--- src/rtl/kcpsm_port_hub_pkg.sv ---
// Shared constants for the KCPSM6 port hub.
// Holds the interrupt FSM state encoding and the default port-id map.
// The port ids here must match the assembler include file used by the firmware.
package kcpsm_port_hub_pkg;

    localparam logic [1:0] ST_IDLE   = 2'd0;
    localparam logic [1:0] ST_REQ    = 2'd1;
    localparam logic [1:0] ST_SERVED = 2'd2;

    localparam logic [7:0] DEF_OUT_BASE  = 8'h02;
    localparam logic [7:0] DEF_IN_BASE   = 8'h0C;
    localparam logic [7:0] DEF_MASK_PORT = 8'h20;
    localparam logic [7:0] DEF_STAT_PORT = 8'h21;

    // True when id addresses entry k of a block that starts at base.
    function automatic logic port_hit(input logic [7:0] id, input logic [7:0] base, input int k);
        return id == (base + 8'(k));
    endfunction

endpackage

--- src/rtl/kcpsm_irq_ctrl.sv ---
// Edge-triggered, maskable interrupt controller for the KCPSM6 handshake.
// Ports:
//   clk, reset      clock, synchronous active-high reset
//   irq_in          raw asynchronous sources (polarity set by IRQ_POL, 1 = active-low)
//   mask_wr         load mask from wr_data this cycle
//   stat_wr         write-1-to-clear pending with wr_data this cycle
//   wr_data         low N_IRQ bits of the processor out_port
//   interrupt_ack   from KCPSM6
//   mask, pending   register contents, for read-back through the hub
//   interrupt       to KCPSM6
//
// state     | meaning
// ST_IDLE   | no request outstanding, waiting for an unmasked pending bit
// ST_REQ    | interrupt asserted, waiting for interrupt_ack
// ST_SERVED | acknowledged, handler running until it writes the status port
module kcpsm_irq_ctrl
    import kcpsm_port_hub_pkg::*;
#(
    parameter int               N_IRQ   = 2,
    parameter logic [N_IRQ-1:0] IRQ_POL = 2'b01
) (
    input  logic             clk,
    input  logic             reset,
    input  logic [N_IRQ-1:0] irq_in,
    input  logic             mask_wr,
    input  logic             stat_wr,
    input  logic [N_IRQ-1:0] wr_data,
    input  logic             interrupt_ack,
    output logic [N_IRQ-1:0] mask,
    output logic [N_IRQ-1:0] pending,
    output logic             interrupt
);

    logic [N_IRQ-1:0] sync_a;
    logic [N_IRQ-1:0] sync_b;
    logic [N_IRQ-1:0] sync_q;
    logic [N_IRQ-1:0] rise;
    logic [N_IRQ-1:0] clr;
    logic [1:0]       state;

    // Sources are normalised to active-high before the synchroniser, so the
    // reset value 0 is the inactive level for every source.
    assign rise = sync_b & ~sync_q;
    assign clr  = stat_wr ? wr_data : '0;

    always_ff @(posedge clk) begin
        if (reset) begin
            sync_a  <= '0;
            sync_b  <= '0;
            sync_q  <= '0;
            mask    <= '0;
            pending <= '0;
            state   <= ST_IDLE;
        end else begin
            sync_a <= irq_in ^ IRQ_POL;
            sync_b <= sync_a;
            sync_q <= sync_b;
            if (mask_wr) begin
                mask <= wr_data;
            end
            // A new edge beats a simultaneous clear so no event is lost.
            pending <= (pending & ~clr) | rise;
            case (state)
                ST_IDLE: begin
                    if (|(pending & mask)) state <= ST_REQ;
                end
                ST_REQ: begin
                    if (interrupt_ack)              state <= ST_SERVED;
                    else if ((pending & mask) == '0) state <= ST_IDLE;
                end
                ST_SERVED: begin
                    if (stat_wr) state <= ST_IDLE;
                end
                default: state <= ST_IDLE;
            endcase
        end
    end

    assign interrupt = (state == ST_REQ);

endmodule

--- src/rtl/kcpsm_port_hub.sv ---
// KCPSM6 I/O hub: write registers with update pulses, registered input mux
// with read pulses, and the IRQ mask/status ports backed by kcpsm_irq_ctrl.
// Ports:
//   clk, reset                 clock, synchronous active-high reset
//   port_id, out_port          KCPSM6 address and write data
//   write_strobe, read_strobe  KCPSM6 strobes
//   in_port                    registered read data to KCPSM6
//   interrupt, interrupt_ack   KCPSM6 interrupt handshake
//   out_regs, out_wr           write registers (byte k at [8k+7:8k]) and update pulses
//   in_data, in_rd             read channels (byte k at [8k+7:8k]) and read pulses
//   irq_in                     asynchronous interrupt sources
module kcpsm_port_hub
    import kcpsm_port_hub_pkg::*;
#(
    parameter int               N_OUT     = 8,
    parameter logic [7:0]       OUT_BASE  = DEF_OUT_BASE,
    parameter logic [7:0]       OUT_RST   = 8'h00,
    parameter int               N_IN      = 4,
    parameter logic [7:0]       IN_BASE   = DEF_IN_BASE,
    parameter int               N_IRQ     = 2,
    parameter logic [N_IRQ-1:0] IRQ_POL   = 2'b01,
    parameter logic [7:0]       MASK_PORT = DEF_MASK_PORT,
    parameter logic [7:0]       STAT_PORT = DEF_STAT_PORT
) (
    input  logic               clk,
    input  logic               reset,
    input  logic [7:0]         port_id,
    input  logic [7:0]         out_port,
    input  logic               write_strobe,
    input  logic               read_strobe,
    output logic [7:0]         in_port,
    output logic               interrupt,
    input  logic               interrupt_ack,
    output logic [N_OUT*8-1:0] out_regs,
    output logic [N_OUT-1:0]   out_wr,
    input  logic [N_IN*8-1:0]  in_data,
    output logic [N_IN-1:0]    in_rd,
    input  logic [N_IRQ-1:0]   irq_in
);

    logic             is_mask;
    logic             is_stat;
    logic [N_OUT-1:0] wr_hit;
    logic [N_IN-1:0]  rd_hit;
    logic [7:0]       rd_sel;
    logic [N_IRQ-1:0] mask;
    logic [N_IRQ-1:0] pending;

    // The IRQ ports override any overlap with the register/channel ranges.
    always_comb begin
        is_mask = (port_id == MASK_PORT);
        is_stat = (port_id == STAT_PORT);
        wr_hit  = '0;
        rd_hit  = '0;
        rd_sel  = 8'h00;
        for (int k = 0; k < N_OUT; k++) begin
            wr_hit[k] = write_strobe && !is_mask && !is_stat && port_hit(port_id, OUT_BASE, k);
        end
        for (int k = 0; k < N_IN; k++) begin
            if (port_hit(port_id, IN_BASE, k)) begin
                rd_sel    = in_data[8*k +: 8];
                rd_hit[k] = read_strobe && !is_mask && !is_stat;
            end
        end
        if (is_mask) begin
            rd_sel = 8'(mask);
        end else if (is_stat) begin
            rd_sel = 8'(pending);
        end
    end

    always_ff @(posedge clk) begin
        if (reset) begin
            out_regs <= {N_OUT{OUT_RST}};
            out_wr   <= '0;
            in_rd    <= '0;
            in_port  <= 8'h00;
        end else begin
            out_wr  <= wr_hit;
            in_rd   <= rd_hit;
            in_port <= rd_sel;
            for (int k = 0; k < N_OUT; k++) begin
                if (wr_hit[k]) out_regs[8*k +: 8] <= out_port;
            end
        end
    end

    kcpsm_irq_ctrl #(
        .N_IRQ   (N_IRQ),
        .IRQ_POL (IRQ_POL)
    ) u_irq (
        .clk           (clk),
        .reset         (reset),
        .irq_in        (irq_in),
        .mask_wr       (write_strobe && is_mask),
        .stat_wr       (write_strobe && is_stat),
        .wr_data       (out_port[N_IRQ-1:0]),
        .interrupt_ack (interrupt_ack),
        .mask          (mask),
        .pending       (pending),
        .interrupt     (interrupt)
    );

endmodule
--- config.mk ---
export PLATFORM = sky130hd
export DESIGN_NAME = kcpsm_port_hub
export DESIGN_NICKNAME = d
export VERILOG_FILES = /design/src/rtl/kcpsm_port_hub_pkg.sv /design/src/rtl/kcpsm_irq_ctrl.sv /design/src/rtl/kcpsm_port_hub.sv
export SDC_FILE = /design/constraint.sdc
export NUM_CORES = 1
export LEC_CHECK = 0
export ABC_AREA = 1
export BUFFER_PORTS_ARGS = -buffer_cell sky130_fd_sc_hd__buf_2
export CORE_MARGIN = 3
export CORE_UTILIZATION = 56
export CTS_BUF_LIST = sky130_fd_sc_hd__clkbuf_2 sky130_fd_sc_hd__clkbuf_4 sky130_fd_sc_hd__clkbuf_8
export CTS_CLUSTER_DIAMETER = 40
export DETAILED_ROUTE_END_ITERATION = 6
export HOLD_SLACK_MARGIN = 0.12
export PLACE_DENSITY = 0.89
export SYNTH_ARGS = -nofsm -noshare
export SYNTH_HDL_FRONTEND = slang
export SYNTH_SLANG_ARGS = --single-unit
--- constraint.sdc ---
create_clock -name clk -period 3.7 [get_ports clk]
set_clock_uncertainty 0.1 [all_clocks]
set_input_delay 0.555 -clock clk [delete_from_list [all_inputs] [get_ports clk]]
set_output_delay 0.555 -clock clk [all_outputs]
set_load 0.05 [all_outputs]
==> results.yml, run 1 <==
timing:
  setup_viol: 0
  report.final.slew_viol_count: 0
  grt_setup_unrepaired: "false"
  finalCritPeriodShare: 0.616
  tightest_slew_ns: 0.640
  fin_setup_tns_ns: 0
  fin_crit_ns: 2.28
  max_clock_freq_ghz: 0.439
  finalHoldViolCount: 0
  slew_headroom: 0.573
cells_and_area:
  n_antenna_cell: 0
  areaGrowthSynthToFinish_pct: 22.6
  regArea_mm2: 0.00192
  fin_nets: 706
  multiInputGateArea_mm2: 0.00186
  final_area_mm2: 0.00495
  nFillCells: 573
  drive_gt1_frac: 0.306
worst_setup_path:
  critPathRequiredTime_ns: 3.83
  cp.depth: 5
  r2r_cells: 3
  cpPeakStageDelay_ns: 0.70
  worstPathArrival_ns: 2.41
  path_class: "in -> reg"
  crit_path_max_fanout: 35
  end_kind: "flop"
  path_buf_inv: 3
  cp_slowest_cell: "clkinv_1"
  crit_chain: "buf_2, clkinv_1, buf_4, o21ai_0, a21oi_1"
  start_kind: "input pin"
  critPathTopFamily: "buffers and inverters"
route:
  drt-total-wl_um: 10800
  wl_met1_um: 4600
  drt-initial-drc-count: 281
  ant_nets: 0
  route.met2.wl_um: 5150
  routedWlPerCell_um: 14.4
  wl_met3_um: 836
  dr.pass1.iters: 5
  dr.max_layer_used: "met4"
  num_vias: 4122
  route.detailed.drc: 0
  vias_per_cell: 5.48
die:
  start_util: 0.585
  core_area_mm2: 0.00691
  die_x_um: 90.9
  pin_count: 140
  die_y_um: 90.9
  die_area_mm2: 0.00826
  placement_rows: 30
power:
  power.switching_w: 0.000503
  pwr-share-comb: 0.075
  swShare: 0.272
  p_int_w: 0.00134
  ir_drop_mv: 0.254
  power.leakage_nw: 2.31
  power_density_mw_per_mm2: 373
  clkPwrFrac: 0.361
  seq_power_share: 0.563
clocking:
  post_cts_buffers: 0
  clockBufferDepth: 2
  cts.clk_slew.worst_paths_ns: 0.10
  cts-root-buf: "clkbuf_8"
  post_cts_resized: 0
  h-tree-depth: 3
  cts_tree: "done"
  holdBufCountCts: 0
  cts_buffers: 9
  insertion_delay_ns: 0.35
  cts.sinks: 96
yosys:
  seq_area_frac_synth: 0.476
  synth_cell_types: 26
  synth_largest_area_cell: "dfxtp_1"
  synth_fp_nets: 578
  synth_area_mm2: 0.00404
  synth_top_cell_area_share: 0.476
  ys_warn_count: 0
  ys.flop_type: "dfxtp_1"
  postSynthCellCount: 523
  synth_edf_count: 0
  synth.area.top_cells: "dfxtp_1 (48%), nor2_1 (8.9%), nand4_1 (8.2%)"
  syn_avg_cell_area_um2: 7.72
  async_reset_ff_frac: 0
  synth_common_cells: "dfxtp_1 (96), nor2_1 (96), nand2_1 (75)"
  synth-seq-cells: 96
min_path:
  hold_depth: 2
  hold_class: "in -> reg"
place:
  placed_area_mm2: 0.00475
  dp.final_hpwl_um: 7870
  globalplace.congestion: 0.875
  port_buffers: 139
global_routing:
  grt_pass1_vias: 3871
  grt-ovfl-total: 0
  antenna_found_initial: 0
  grt_pass1_wl_um: 18000
  track_usage: 0.264
  grt_max_degree: 52
job:
  drv_cap: 0
outcome:
  status: "completed"
cell type report:
| cell class | count | share of cell area |
|---|---|---|
| flip-flops and latches | 96 | 0.388 |
| multi-input cells | 367 | 0.376 |
| repair buffers | 141 | 0.144 |
| inverters | 36 | 0.0273 |
| clock buffers | 9 | 0.0250 |
| well taps | 96 | 0.0243 |
| clock inverters | 7 | 0.0157 |
worst register-to-register path, stage by stage (launching register included):
cell     delay (ns)
dfxtp_1        0.37
nand2_1        0.07
a221o_1        0.31
nor2_1         0.09
registers in the layout (all words and copies together) (netlist names), 4 cells and up:
signal,count
in_rd,4
in_port,8
out_wr,8
out_regs,64
per-stage QoR:
step / cells / hold WS, ns / setup WS, ns / total power, W / utilization
floorplan: 523 / 0.288 / 2.02 / 0.00115 / -
global placement: 736 / 0.290 / 1.19 / 0.00120 / 0.687
detailed placement: 736 / 0.306 / 1.08 / 0.00120 / 0.687
CTS: 752 / 0.222 / 1.47 / 0.00185 / 0.716
global route: 752 / 0.214 / 1.26 / 0.00191 / 0.716
finish: 752 / 0.234 / 1.42 / 0.00185 / 0.716
power by group through the flow:
stage                     Combinational, W  Sequential, W  Clock [W]
after CTS                         0.000137        0.00104   0.000676
after floorplan                  0.0000772        0.00107          0
final                             0.000139        0.00104   0.000667
after global routing              0.000153        0.00104   0.000717
after detailed placement          0.000137        0.00106          0
after global placement            0.000133        0.00106          0
cell families after synthesis:
kind of cell,synth area share
buffers and inverters,0.0635
AO/OA/AOI/OAI,0.0775
flip-flops,0.476
AND/OR/NAND/NOR,0.383
cell usage in the layout, fill, tap and decap left out:
master | netlist | layout
o211ai_1 | 1 | 1
o21ai_0 | 21 | 21
nor2_8 | 1 | 1
nand2_1 | 75 | 75
nor3_4 | 2 | 2
nand2_4 | 2 | 2
clkinv_1 | 1 | 1
nand4_1 | 53 | 53
dfxtp_1 | 96 | 96
clkinv_4 | 0 | 2
nor2_4 | 10 | 10
nand3_2 | 5 | 5
nor4_1 | 3 | 3
buf_4 | 0 | 2
nand3_1 | 38 | 38
o21ai_1 | 1 | 1
nor2_2 | 10 | 10
clkbuf_8 | 0 | 9
buf_2 | 13 | 139
a221o_1 | 1 | 1
a21oi_1 | 37 | 37
nor2_1 | 96 | 96
clkinvlp_4 | 0 | 1
and2_1 | 4 | 4
inv_8 | 0 | 1
nor3_1 | 4 | 4
inv_2 | 11 | 11
inv_6 | 0 | 1
inv_1 | 24 | 24
nand2_2 | 3 | 3
clkinv_8 | 0 | 2
path summary, 6_finish.rpt:
kind	endpoint	start	slack (ns)
max	out_regs[40]$_SDFFE_PP0P_	reset	1.42
min	u_irq.sync_a[0]$_SDFF_PP0_	irq_in[0]	0.23
max reg2reg	u_irq.state[0]$_SDFFE_PP0P_	u_irq.pending[1]$_SDFF_PP0_	2.70
min reg2reg	u_irq.sync_b[1]$_SDFF_PP0_	u_irq.sync_a[1]$_SDFF_PP0_	0.32
layer usage:
layer,up-vias,GRT usage
met5,-,0
met4,0,0.104
met3,23,0.0550
met2,191,0.430
met1,1904,0.342
li1,2004,-
Note: power is estimated with default switching activity, not from simulation.
==> run 2: changes to the inputs <==
Settings changed: CORE_UTILIZATION 56 to 47, PLACE_DENSITY 0.89 to 0.8.
Clock period 3.7 ns to 1.9 ns, I/O delays scaled along.
==> results.yml, run 2 (synthesized netlist as in run 1, its figures left out) <==
cells_and_area:
  final_cell_mix: "buf_2 (139), nor2_1 (96), dfxtp_1 (96)"
  fin_nets: 721
  final_common_cell: "buf_2"
  top_register: "out_regs"
  areaGrowthSynthToFinish_pct: 27.7
  final_area_mm2: 0.00516
  nFillCells: 748
  reg_top3: "out_regs x64, in_port x8, out_wr x8"
  n_antenna_cell: 0
  drive_gt1_frac: 0.308
  largest_reg_flops: 64
route:
  routedWlPerCell_um: 14.6
  drt-initial-drc-count: 268
  ant_nets: 0
  num_vias: 4099
  route.detailed.drc: 0
  dr.pass1.iters: 6
  vias_per_cell: 5.28
  drt-total-wl_um: 11300
power:
  ir_drop_mv: 0.448
  swShare: 0.239
  pwr-share-comb: 0.077
  power.switching_w: 0.000923
  clkPwrFrac: 0.399
  seq_power_share: 0.524
  power_w: 0.00387
  power_density_mw_per_mm2: 750
  p_int_w: 0.00295
  power.leakage_nw: 2.41
clocking:
  clockBufferDepth: 2
  cts.sinks: 96
  cts.clk_slew.worst_paths_ns: 0.09
  cts_tree: "done"
  cts-root-buf: "clkbuf_8"
  insertion_delay_ns: 0.35
  cts_buffers: 9
  h-tree-depth: 3
  post_cts_resized: 0
timing:
  max_clock_freq_ghz: 0.636
  slew_headroom: 0.657
  tightest_slew_ns: 0.513
  grt_setup_unrepaired: "false"
  report.final.slew_viol_count: 0
  setup_viol: 0
  finalHoldViolCount: 0
  fin_crit_ns: 1.57
  fin_setup_tns_ns: 0
  setup_ws_ns: 0.329
  finalCritPeriodShare: 0.827
outcome:
  status: "completed"
worst_setup_path:
  end_kind: "primary output"
  cpPeakStageDelay_ns: 0.35
  cp_slowest_cell: "dfxtp_1"
  worstPathArrival_ns: 1.19
  crit_chain: "inv_1, nor2_1, buf_2"
  crit_path_max_fanout: 2
  critPathRequiredTime_ns: 1.51
  start_kind: "flop"
  path_class: "reg -> out"
  critPathTopFamily: "flip-flops"
  path_buf_inv: 2
place:
  placed_area_mm2: 0.00483
  pre_cts_ws_ns: 0.162
  port_buffers: 139
  globalplace.congestion: 0.837
  dp.final_hpwl_um: 8160
global_routing:
  grt-ovfl-total: 0
  antenna_found_initial: 0
  track_usage: 0.228
  grt_max_degree: 49
  grt_pass1_wl_um: 18100
  grt_pass1_vias: 3869
die:
  pin_count: 140
  core_area_mm2: 0.00830
  start_util: 0.487
  placement_rows: 33
  die_x_um: 98.7
  die_y_um: 98.7
  die_area_mm2: 0.00974
min_path:
  hold_class: "in -> reg"
job:
  drv_cap: 0
[run 2: changes by cell type in the layout (fill, tap and decap cells not counted), moves of 2 or more]
cell / change
dlygate4sd3_1: +9
clkbuf_8: +2
clkinv_8: -2
buf_4: +4
buf_12: +2
bufinv_16: +2
[run 2: repair_timing]
item | 4_1_cts | 5_1_grt
endpoints found under the hold margin | 11 | 0
setup endpoints to repair | 0 | 0
buffers inserted | 0 | 0
hold buffers | 9 | 0
[run 2: final timing paths]
path | depth (start not counted) | slack, ns | endpoint | start
hold / removal | 3 | 0.14 | out_regs[20]$_SDFFE_PP0P_ | out_port[4]
hold reg to reg | 2 | 0.31 | u_irq.sync_b[0]$_SDFF_PP0_ | u_irq.sync_a[0]$_SDFF_PP0_
setup / recovery | 3 | 0.33 | interrupt | u_irq.state[0]$_SDFFE_PP0P_
setup reg to reg | 3 | 0.90 | u_irq.state[0]$_SDFFE_PP0P_ | u_irq.pending[1]$_SDFF_PP0_
[run 2: through the flow]
| stage | hold WS [ns] | util | std cells |
|---|---|---|---|
| 4_1_cts | 0.120 | 0.621 | 776 |
| 2_1_floorplan | 0.252 | - | 523 |
| 5_1_grt | 0.140 | 0.621 | 776 |
| 3_3_place_gp | 0.290 | 0.582 | 751 |
| 6_report | 0.138 | 0.621 | 776 |
| 3_5_place_dp | 0.299 | 0.582 | 751 |
[run 2: worst reg2reg max path, delay by kind of cell (launching register included)]
kind | cells | cell delay, ns
flops | 1 | 0.37
simple gates | 2 | 0.15
compound gates | 1 | 0.33
[run 2: layout make-up]
type	instances	area [µm²]	area share
sequential	96	1920	0.373
multi-input combinational	367	1860	0.361
timing repair buffer	156	871	0.169
clock buffer	11	151	0.0294
inverter	36	135	0.0262
tap	105	131	0.0255
clock inverter	5	87.6	0.0170
[run 2: power by group through the flow]
stage	combinational [W]	clock [W]	sequential, W
2_1_floorplan	0.000150	0	0.00209
3_3_place_gp	0.000274	0	0.00207
3_5_place_dp	0.000281	0	0.00207
4_1_cts	0.000295	0.00157	0.00203
5_1_grt	0.000326	0.00165	0.00203
6_report	0.000300	0.00154	0.00203
[run 2: per-layer routing]
| layer | part of all wire | track usage |
|---|---|---|
| met5 | 0 | 0 |
| met4 | 0.022 | 0.0872 |
| met3 | 0.065 | 0.0467 |
| met2 | 0.48 | 0.375 |
| met1 | 0.44 | 0.296 |
==> run 3: changes to the inputs <==
Clock period 1.9 ns to 1.4 ns, I/O delays scaled along.
==> results.yml, run 3 (synthesized netlist as in run 1, its figures left out) <==
worst_setup_path:
  crit_path_start: "out_port[4]"
  r2r_cells: 3
  crit_chain: "dlygate4sd3_1, buf_2, inv_1, nand4_1, nand2_1, nor2_1"
  crit_path_max_fanout: 6
  path_class: "in -> reg"
  cpPeakStageDelay_ns: 0.53
  path_buf_inv: 3
  reg2reg_from: "u_irq.pending[1]$_SDFF_PP0_"
  end_kind: "flop"
  critPathRequiredTime_ns: 1.55
  cp.depth: 6
  worstPathArrival_ns: 1.49
  critPathTopFamily: "buffers and inverters"
  start_kind: "input pin"
  cp_slowest_cell: "dlygate4sd3_1"
timing:
  finalHoldViolCount: 0
  setup_ws_ns: 0.0587
  report.final.slew_viol_count: 0
  fin_crit_ns: 1.34
  timing.hold.ws_ns: 0.160
  setup_viol: 0
  tightest_slew_ns: 0.444
  grt_setup_unrepaired: "false"
  max_clock_freq_ghz: 0.746
  slew_headroom: 0.704
  finalCritPeriodShare: 0.958
power:
  pwr-share-comb: 0.112
  ir_drop_mv: 0.533
  p_int_w: 0.00374
  swShare: 0.269
  seq_power_share: 0.538
  clkPwrFrac: 0.349
  power.leakage_nw: 2.75
  power_density_mw_per_mm2: 874
  power.switching_w: 0.00137
outcome:
  status: "completed"
die:
  die_y_um: 98.7
  die_area_mm2: 0.00974
  placement_rows: 33
  pin_count: 140
  core_area_mm2: 0.00830
  start_util: 0.487
  die_x_um: 98.7
cells_and_area:
  nFillCells: 625
  top_register: "out_regs"
  areaGrowthSynthToFinish_pct: 44.7
  largest_reg_flops: 64
  final_cell_mix: "buf_2 (138), nor2_1 (95), dfxtp_1 (95)"
  final_util: 0.704
  reg_top3: "out_regs x64, in_port x8, out_wr x8"
  fin_nets: 794
  final_common_cell: "buf_2"
  drive_gt1_frac: 0.335
clocking:
  insertion_delay_ns: 0.35
  cts-root-buf: "clkbuf_8"
  cts.clk_slew.worst_paths_ns: 0.10
  clockBufferDepth: 2
  cts_tree: "done"
  cts_buffers: 9
  h-tree-depth: 3
  cts.sinks: 96
place:
  port_buffers: 139
  pre_cts_ws_ns: -0.271
  dp.final_hpwl_um: 8640
  globalplace.congestion: 0.844
route:
  drt-initial-drc-count: 394
  route.detailed.drc: 0
  vias_per_cell: 5.45
  drt-total-wl_um: 14100
  num_vias: 4639
  dr.pass1.iters: 5
  routedWlPerCell_um: 16.6
  ant_nets: 0
global_routing:
  grt_pass1_wl_um: 22200
  grt_pass1_vias: 4557
  grt-ovfl-total: 0
  track_usage: 0.286
  grt_max_degree: 53
  antenna_found_initial: 2
min_path:
  hold_depth: 3
  hold_path.startpoint: "write_strobe"
  hold_class: "in -> reg"
job:
  drv_cap: 0
==> run 3: cell count changes in the layout (fill, tap and decap cells not counted), sizes merged <==
cell	delta
bufinv	-2
clkbuf	-1
diode	+2
dlygate4sd3	+34
buf	+39
clkinv	+1
clkinvlp	-1
inv	+3
==> run 3: worst reg2reg max path, stage by stage (launching register included) <==
cell and delay, ns:
dfxtp_1 0.38, nand2_1 0.08, a221o_1 0.32, nor2_1 0.08
==> run 3: area by class of cell <==
class	count	area [µm²]	share of cell area
Multi-Input combinational cell	367	1870	0.320
Tap cell	105	131	0.0225
Clock inverter	6	57.6	0.00985
Timing Repair Buffer	229	1590	0.271
Inverter	36	135	0.0231
Antenna cell	2	5.00	0.000857
Clock buffer	10	138	0.0236
Sequential cell	96	1920	0.329
==> run 3: worst paths after layout <==
path                                       to  slack (ns)
setup / recovery     out_regs[4]$_SDFFE_PP0P_        0.06
setup reg to reg  u_irq.state[0]$_SDFFE_PP0P_        0.38
hold / removal           out_wr[5]$_SDFF_PP0_        0.16
hold reg to reg    u_irq.sync_b[0]$_SDFF_PP0_        0.31
==> run 3: power groups by stage <==
stage,sequential [W],combinational [W],clock [W]
2_1_floorplan,0.00283,0.000204,0
3_3_place_gp,0.00281,0.000440,0
3_5_place_dp,0.00281,0.000448,0
4_1_cts,0.00275,0.000542,0.00181
5_1_grt,0.00275,0.000607,0.00193
6_report,0.00275,0.000573,0.00178
==> run 3: what timing repair did <==
| action | 4_1_cts | 5_1_grt |
|---|---|---|
| resized for setup | 1 | 4 |
| endpoints found under the setup margin | 1 | 1 |
| pin swaps | 0 | 1 |
| setup buffers | 0 | 0 |
| hold buffers | 43 | 0 |
| endpoints found under the hold margin | 34 | 0 |
==> run 3: routing by layer <==
layer,track usage,vias up,share of wire
li1,-,2183,-
met5,0,-,0
met3,0.0672,74,0.085
met2,0.481,291,0.49
met4,0.162,0,0.052
met1,0.333,2091,0.37
==> run 3: per-stage QoR <==
| stage | area (µm²) | cells | setup TNS (ns) | power, W |
|---|---|---|---|---|
| 2_1_floorplan | 4040 | 523 | 0 | 0.00303 |
| 3_3_place_gp | 5200 | 790 | -7.40 | 0.00325 |
| 3_5_place_dp | 5200 | 790 | -10.89 | 0.00326 |
| 4_1_cts | 5830 | 849 | 0 | 0.00510 |
| 5_1_grt | 5840 | 851 | 0 | 0.00529 |
| 6_report | 5840 | 851 | 0 | 0.00511 |
